`src/rtl/bios_upload_loader.sv`:
```
// Converts the byte-wide OSD ioctl download stream into 16-bit BIOS ROM upload writes.
// Define BIOS_LOADER_CHECKSUM_EN to build the running checksum of issued write data.
module bios_upload_loader #(
  parameter int          DEPTH       = 8192,
  parameter logic [7:0]  BIOS_INDEX  = 8'h00,
  parameter int          HOLD_CYCLES = 16
) (
  input  logic        clk,
  input  logic        reset_n,
  input  logic        ioctl_download,
  input  logic [7:0]  ioctl_index,
  input  logic        ioctl_wr,
  input  logic [24:0] ioctl_addr,
  input  logic [7:0]  ioctl_dout,
  output logic        upload_wr_req,
  output logic [12:0] upload_addr,
  output logic [15:0] upload_data,
  output logic [1:0]  upload_bytesel,
  output logic        cpu_hold,
  output logic        load_done,
  output logic        overflow,
  output logic [13:0] word_count,
  output logic [15:0] checksum
);

  typedef enum logic [1:0] {IDLE, LOAD, FLUSH, HOLD} state_t;

  localparam logic [24:0] ADDR_LIMIT = 25'(2 * DEPTH);
  localparam logic [15:0] HOLD_INIT  = 16'(HOLD_CYCLES);
  localparam logic [13:0] COUNT_MAX  = '1;

  state_t      state;
  logic        active, active_q, armed, rise;
  logic        pend_vld, flush_pend;
  logic [12:0] pend_addr;
  logic [7:0]  pend_byte;
  logic [15:0] hold_cnt;
  logic [12:0] strobe_addr;
  logic        in_range, load_wr;

  logic        wr_go;
  logic [12:0] wr_addr;
  logic [15:0] wr_data;
  logic [1:0]  wr_bsel;

  assign active      = ioctl_download && (ioctl_index == BIOS_INDEX);
  // armed blocks a load from resuming when reset is released mid-download
  assign rise        = active && !active_q && armed;
  assign strobe_addr = ioctl_addr[13:1];
  assign in_range    = ioctl_addr < ADDR_LIMIT;
  assign load_wr     = (state == LOAD) && ioctl_wr;

  always_comb begin
    wr_go   = 1'b0;
    wr_addr = pend_addr;
    wr_data = {8'h00, pend_byte};
    wr_bsel = 2'b01;
    case (state)
      LOAD: begin
        if (load_wr && in_range) begin
          if (!ioctl_addr[0]) begin
            wr_go = pend_vld;
          end else if (pend_vld && (pend_addr == strobe_addr)) begin
            wr_go   = 1'b1;
            wr_addr = strobe_addr;
            wr_data = {ioctl_dout, pend_byte};
            wr_bsel = 2'b11;
          end else begin
            wr_go   = 1'b1;
            wr_addr = strobe_addr;
            wr_data = {ioctl_dout, 8'h00};
            wr_bsel = 2'b10;
          end
        end else if (flush_pend) begin
          wr_go = 1'b1;
        end
      end
      FLUSH:   wr_go = pend_vld;
      default: wr_go = 1'b0;
    endcase
  end

`ifdef BIOS_LOADER_CHECKSUM_EN
  logic [15:0] csum;
  assign checksum = csum;
`else
  assign checksum = 16'h0000;
`endif

  always_ff @(posedge clk or negedge reset_n) begin
    if (!reset_n) begin
      state          <= IDLE;
      active_q       <= 1'b0;
      armed          <= 1'b0;
      pend_vld       <= 1'b0;
      flush_pend     <= 1'b0;
      pend_addr      <= '0;
      pend_byte      <= '0;
      hold_cnt       <= '0;
      upload_wr_req  <= 1'b0;
      upload_addr    <= '0;
      upload_data    <= '0;
      upload_bytesel <= '0;
      cpu_hold       <= 1'b0;
      load_done      <= 1'b0;
      overflow       <= 1'b0;
      word_count     <= '0;
`ifdef BIOS_LOADER_CHECKSUM_EN
      csum           <= '0;
`endif
    end else begin
      active_q      <= active;
      upload_wr_req <= wr_go;
      if (!ioctl_download) armed <= 1'b1;
      if (wr_go) begin
        upload_addr    <= wr_addr;
        upload_data    <= wr_data;
        upload_bytesel <= wr_bsel;
        if (word_count != COUNT_MAX) word_count <= word_count + 14'd1;
`ifdef BIOS_LOADER_CHECKSUM_EN
        csum <= csum + wr_data;
`endif
      end
      case (state)
        LOAD: begin
          if (load_wr) begin
            if (!in_range) begin
              overflow <= 1'b1;
            end else if (!ioctl_addr[0]) begin
              pend_vld  <= 1'b1;
              pend_addr <= strobe_addr;
              pend_byte <= ioctl_dout;
            end else if (pend_vld && (pend_addr == strobe_addr)) begin
              pend_vld <= 1'b0;
            end else if (pend_vld) begin
              flush_pend <= 1'b1;
            end
          end else if (flush_pend) begin
            flush_pend <= 1'b0;
            pend_vld   <= 1'b0;
          end
          if (!active) state <= FLUSH;
        end
        FLUSH: begin
          pend_vld   <= 1'b0;
          flush_pend <= 1'b0;
          hold_cnt   <= HOLD_INIT;
          state      <= HOLD;
        end
        default: begin
          if (rise) begin
            state      <= LOAD;
            cpu_hold   <= 1'b1;
            word_count <= '0;
            overflow   <= 1'b0;
            pend_vld   <= 1'b0;
            flush_pend <= 1'b0;
`ifdef BIOS_LOADER_CHECKSUM_EN
            csum       <= '0;
`endif
          end else if (state == HOLD) begin
            if (hold_cnt == 16'd0) begin
              state     <= IDLE;
              cpu_hold  <= 1'b0;
              load_done <= 1'b1;
            end else begin
              hold_cnt <= hold_cnt - 16'd1;
            end
          end
        end
      endcase
    end
  end

endmodule

```
`config.mk`:
```
export PLATFORM = sky130hd
export DESIGN_NAME = bios_upload_loader
export DESIGN_NICKNAME = d
export VERILOG_FILES = /design/src/rtl/bios_upload_loader.sv
export SDC_FILE = /design/constraint.sdc
export NUM_CORES = 1
export LEC_CHECK = 0
export BUFFER_PORTS_ARGS = -buffer_cell sky130_fd_sc_hd__buf_2
export CAP_MARGIN = 5
export CORE_MARGIN = 8
export CORE_UTILIZATION = 49
export DETAILED_ROUTE_END_ITERATION = 10
export PLACE_DENSITY = 0.76
export SLEW_MARGIN = 20
export SYNTH_ARGS = -nofsm -noshare
export SYNTH_HDL_FRONTEND = slang
export SYNTH_SLANG_ARGS = --single-unit
```
`constraint.sdc`:
```
create_clock -name clk -period 2.3 [get_ports clk]
set_input_delay 0.115 -clock clk [delete_from_list [all_inputs] [get_ports clk]]
set_output_delay 0.115 -clock clk [all_outputs]
set_load 0.02 [all_outputs]
```
---- Word level (Yosys, flattened, before mapping) ----
Index checks and enable logic that the tools add are counted.
storage, ports and cells
  word-level logic and storage cells ...... 112
  bits of input ports ..................... 45
  output and inout port bits .............. 65
  bits in registers ....................... 92
cells by class
  mux-type cells .......................... 47
  $lt $le $gt $ge ......................... 1
  $add $sub $neg .......................... 2
  reduce and logical (&&, ||, !) cells .... 25
  eq/ne operators ......................... 16
  bitwise gates (word level) .............. 5
operator list
  kind                                                  number
  2-to-1 mux 16 bit                                     6
  2-to-1 mux 14 bit                                     4
  2-to-1 mux 13 bit                                     3
  case mux 16 bit (2 select lines)                      1
  < comparator 25 x 15 -> 1 bit, second input constant  1
  2-to-1 mux 1 bit                                      20
  AND reduction 4 bit                                   5
  logical NOT 16 bit                                    1
  subtractor 16 x 1 -> 16 bit, second input constant    1
  inequality test 3 bit, second input constant          5
  adder 14 x 1 -> 14 bit, second input constant         1
  2-to-1 mux 2 bit                                      7
  inequality test 14 bit, second input constant         1
  equality test 13 bit                                  1
  logical NOT 8 bit                                     1
  2-to-1 mux 8 bit                                      1
  case mux 1 bit (2 select lines)                       4
  nonzero test 2 bit                                    4
  nonzero test 4 bit                                    2
  logical AND 1 bit                                     6
  inequality test 2 bit, second input constant          3
  AND reduction 3 bit                                   2
  inverter 1 bit                                        5
  AND reduction 5 bit                                   1
  8 further kinds                                       10

---- Logic depth before layout (Yosys ltp) ----
  depth after elaboration ................. 8
  mapped depth ............................ 9
  gate-level depth less buffers ........... 8

---- Worst setup path before layout ----
OpenSTA, ideal clock, no wires.
  path type ............................... register -> register
  start ................................... register state[1]
  end ..................................... register word_count[0]
  path buffers ............................ 2
  slack ................................... 40 ps
  data required time ...................... 2148 ps
  setup time .............................. 152 ps
  period minus slack after synthesis ...... 2260 ps
  cell stages (with the launch flop) ...... 9
  data arrival time ....................... 2108 ps
  path through ............................ dfrtp_1 -> inv_1 -> ha_1 -> or4bb_1 -> or4_4 -> o211ai_4 -> buf_6 -> buf_2 -> o31ai_1
between the ends
  longest elaborated chain between the ends .. 8
  elaborated cells on any way between the ends .. 10
  classes of those cells .................. eq/ne: 2; mux: 5; reduce/logical: 3
ends and longest elaborated chain
  what                             RTL line     RTL
  start, declared                  32           state_t state;
  start signal, assigned           92           state <= IDLE;
  start signal, assigned           142          if (!active) state <= FLUSH;
  start signal, assigned           148          state <= HOLD;
  equality test 2 x 1 -> 1 bit     51, 58, 124
  logical AND 1 bit                51           assign load_wr = (state == LOAD) && ioctl_wr;
  logical AND 1 bit                60           if (load_wr && in_range) begin
  2-to-1 mux 1 bit                 60
  case mux 1 bit (2 select lines)  58           case (state)
  2-to-1 mux 14 bit                115          if (wr_go) begin
  2-to-1 mux 14 bit                151          if (rise) begin
  2-to-1 mux 14 bit (*)            124          case (state)
  end signal, assigned             119          if (word_count != COUNT_MAX) word_count <= word_count + 14'd1;
  end, declared                    22           output logic [13:0] word_count,
Every way passes the cells marked *; elsewhere a longest branch is shown, timed or not.
A chain may end at the register's enable or synchronous reset.

---- Worst setup path in the final report ----
  start ................................... register hold_cnt[9]
  end ..................................... register hold_cnt[2]
between the ends
  longest elaborated chain between the ends .. 3
ends and longest elaborated chain
  what                                      RTL line  RTL
  start, declared                           37        logic [15:0] hold_cnt;
  start signal, assigned                    167       hold_cnt <= hold_cnt - 16'd1;
  logical NOT 16 bit                        162       if (hold_cnt == 16'd0) begin
  inequality test 2 x 1 -> 1 bit (no line)  -
  AND reduction 4 bit (no line)             -
No other way between the ends.

==> impl_table.tex <==
\begin{tabular}{lr}
\hline
Metric & Value \\
\hline
\multicolumn{2}{l}{\textbf{Power and ir drop}} \\
\quad Switching component of the power & around 1500 uW \\
\quad Worst voltage drop across the vdd grid & 0.4211 mV \\
\quad Switch share & 34.43\% \\
\quad Fraction of power consumed by the clock network & 26.5\% \\
\quad Leakage Power & 0.002978 uW \\
\quad Total power divided by cell area & 718.9 nW/um\^{}2 \\
\quad Combinational share of power & 31.5\% \\
\quad Overall power consumption & 4350 uW \\
\quad Share of total power in sequential cells & 42.0\% \\
\quad Design internal power & roughly 2900 uW \\
\multicolumn{2}{l}{\textbf{Worst setup path}} \\
\quad Arrival time of data at the critical path endpoint & roughly 2500 ps \\
\quad Startpoint Class & register \\
\quad Worst path required time & approximately 2600 ps \\
\quad Critical path class & reg2reg \\
\quad Maximum fanout encountered on the critical timing path & 9 \\
\quad Crit path capture type & register \\
\multicolumn{2}{l}{\textbf{Timing}} \\
\quad Tightest hold margin & roughly 85 ps \\
\quad Number of pins exceeding their max-slew limit in the final report & 0 \\
\quad Max-slew headroom & 50.94\% \\
\quad Endpoints failing setup & 0 \\
\quad Final clock period utilization by the worst path & between 90\% and 100\% \\
\quad Final Hold Fails & 0 \\
\quad Highest clock frequency the design can meet & 445.2 MHz \\
\quad Final Skew & 12.33 ps \\
\quad RSZ-0062 raised after global routing & true \\
\quad Slew at the pin with the worst max-slew slack & 729.1 ps \\
\quad Shortest period the worst path allows & about 2200 ps \\
\multicolumn{2}{l}{\textbf{Final layout}} \\
\quad Commonest non-fill, non-tap cells in the layout & nand2\_1 (123), dfrtp\_1 (92), buf\_2 (92), buf\_4 (30), dlygate4sd3\_1 (23) \\
\quad Number of antenna repair diodes & 0 \\
\quad Leading cell type in the layout, fill and taps excluded & nand2\_1 \\
\quad Filler cells & 794 \\
\quad Ratio of cells with drive above 1 in the final layout & 24.58\% \\
\quad Register Area & 2302 um\^{}2 \\
\quad Final-stage net count & 700 \\
\quad Area of the multi-input gates & 2290 um\^{}2 \\
\quad Area added between synthesis and finish & 26.53\% \\
\quad Final core utilization & a little over three fifths \\
\multicolumn{2}{l}{\textbf{Synth}} \\
\quad Sequential share of the synthesized area & 48.14\% \\
\quad Most common flop cell mapped by yosys & dfrtp\_1 \\
\quad Mapped Avg Cell Area & approximately 9.4 um\^{}2 \\
\quad Fraction of synthesis flops using an asynchronous set or reset pin & 100.0\% \\
\quad Cell Area, Synth & roughly 4800 um\^{}2 \\
\quad Post-synth EDFFs & 0 \\
\quad Ys Warns & 0 \\
\quad Post-synthesis instance total & 511 \\
\quad Post-synthesis cell type count & between 50 and 60 \\
\quad Flops \& latches, synth & 92 \\
\multicolumn{2}{l}{\textbf{Clock network}} \\
\quad Clock root buffer master & clkbuf\_8 \\
\quad Number of CTS-inserted buffers & 9 \\
\quad Maximum clock insertion buffer count & 2 \\
\quad CTS clk-pin slew, worst paths & 100 ps \\
\quad Clock network latency to the later pin of the worst-skew pair & 370 ps \\
\quad H-Tree Level Count & 3 \\
\quad CTS tree & yes \\
\quad \# clock sinks & 92 \\
\multicolumn{2}{l}{\textbf{Floorplan}} \\
\quad Site row count & 36 \\
\quad Core Box Area & 9639 um\^{}2 \\
\quad Overall die area & 13180 um\^{}2 \\
\quad Die span in x & 114.8 um \\
\quad Initial Utilization & 49.61\% \\
\quad Num ports & 110 \\
\quad Vert. Die Dim & around 110 um \\
\multicolumn{2}{l}{\textbf{Placement}} \\
\quad Final weighted congestion in routability-driven placement & 0.9799 \\
\quad Number of buffers added on ports & 93 \\
\quad DPL Wire Length & between 8 and 9 mm \\
\multicolumn{2}{l}{\textbf{Drt}} \\
\quad DR iter-0 viols & 395 \\
\quad Total number of vias & 4342 \\
\quad Final routed wirelength across all metal layers & roughly 13 mm \\
\quad DRT antenna net count & 0 \\
\quad Via count normalized by instance count & 5.510 \\
\quad Remaining DRCs & 0 \\
\quad DR WL/cell & 15.97 um \\
\quad Length of the first detailed-routing pass in iterations & 6 \\
\multicolumn{2}{l}{\textbf{GRT}} \\
\quad Global-route wire length before repair & just over 20 mm \\
\quad Antenna violations before repair & 0 \\
\quad Maximum number of pins on one net before global-route repair & 46 \\
\quad Leftover overflow at the end of global routing & 0 \\
\quad Aggregate global-route resource usage & 19.38\% \\
\quad Vias in the first global route & 4310 \\
\multicolumn{2}{l}{\textbf{Run status}} \\
\quad Outcome & finished clean \\
\multicolumn{2}{l}{\textbf{Min path}} \\
\quad Type of the worst min-delay path & in2reg \\
\multicolumn{2}{l}{\textbf{Run}} \\
\quad MaxCap Viol Count & 0 \\
\hline
\end{tabular}
==> cell type report <==
cell class	instances	share of cell area (%)
well taps	133	2.750
repair buffers	151	16.98
clock inverters	6	1.179
inverters	15	0.9305
multi-input cells	381	37.84
flip-flops and latches	92	38.05
clock buffers	10	2.275
==> registers in the layout, summed over array words and instances, names as in the netlist, 2 cells and up <==
register and cells:
hold_cnt 16, pend_addr 13, pend_byte 8, state 2, upload_addr 13, upload_bytesel 2
upload_data 16, word_count 14
==> power groups by stage <==
| stage | clock (uW) | combinational, uW | sequential, uW |
|---|---|---|---|
| after floorplan | 0 | 719 | 1860 |
| after global placement | 0 | 1200 | 1840 |
| after detailed placement | 0 | 1240 | 1850 |
| after CTS | 1180 | 1280 | 1820 |
| after global routing | 1240 | 1490 | 1840 |
| final | 1150 | 1370 | 1830 |
==> critical path, cell delays in order (launching register included) <==
cell and delay (ps):
dfrtp_1 430, nor4_1 600, and4_1 380, nor3_1 80
buf_4 180, and4b_1 200, a221o_1 260
==> layer usage <==
| metal | GRT usage, % | vias to the layer above | share of wire (%) |
|---|---|---|---|
| li1 | - | 2063 | - |
| met1 | 22.68 | 2122 | 41 |
| met4 | 8.494 | 0 | 2.7 |
| met3 | 4.202 | 26 | 5.3 |
| met2 | 33.56 | 131 | 51 |
| met5 | 0 | - | 0 |
==> Yosys cell counts (5+ instances only) <==
master    count  area, um^2
a21oi_1      18       90.09
and3_1        5       31.28
o31ai_1       5       37.54
or4_1         6       45.04
nand3_1      15       75.07
xor2_1       13       113.9
buf_4        18       135.1
nor4_1       16       100.1
inv_1        15       56.30
ha_1          5       62.56
mux2i_1      21       210.2
a311oi_1      6       52.55
nand2_1     123       461.7
o21ai_0      19       95.09
nor2_1       16       60.06
nand4_1       8       50.05
nor3_1       15       75.07
clkbuf_1      8       30.03
dfrtp_1      92        2302
buf_2         9       45.04
or3_1         5       31.28
a22o_1       10       87.58
==> cell families (layout without fill, tap and decap cells) <==
| kind of cell | after synthesis | count (layout) | synth area share, % |
|---|---|---|---|
| xor gates and xnor gates | 14 | 14 | 2.564 |
| other | 1 | 16 | 0.07842 |
| DFF | 92 | 92 | 48.14 |
| adders and majority gates | 5 | 5 | 1.308 |
| and+or+nand+nor | 241 | 241 | 25.17 |
| AOI/OAI and AO/OA | 83 | 83 | 12.14 |
| muxes | 22 | 22 | 4.631 |
| buffers and inverters | 53 | 182 | 5.965 |
==> worst paths after layout <==
check / slack [ps] / end / cells past startpoint / from
min in group asynchronous: 160 / pend_addr[9] / 2 / reset_n
setup reg to reg: 50 / hold_cnt[2] / 6 / hold_cnt[9]
hold reg to reg: 470 / pend_byte[1] / 2 / pend_byte[1]
setup / recovery: 50 / hold_cnt[2] / 6 / hold_cnt[9]
hold / removal: 80 / pend_vld / 3 / ioctl_addr[0]
max in group asynchronous: 1470 / upload_data[12] / 3 / reset_n
==> stage by stage <==
stage | setup WS [ps] | setup TNS [ps] | std cells | instance area, um^2
2_1_floorplan | 39.72 | 0 | 526 | 4838
5_1_grt | -42.52 | -92.30 | 788 | 6051
6_report | 54.00 | 0 | 788 | 6051
3_5_place_dp | 40.13 | 0 | 746 | 5547
4_1_cts | 4.664 | 0 | 785 | 5986
3_3_place_gp | 86.08 | 0 | 746 | 5547
==> what timing repair did <==
item / CTS / global route
buffers inserted: 0 / 3
setup endpoints to repair: 0 / 37
gates resized for setup: 0 / 11
hold endpoints to repair: 89 / 0
hold buffers: 23 / 0
Power figures use the tool's default switching activity.
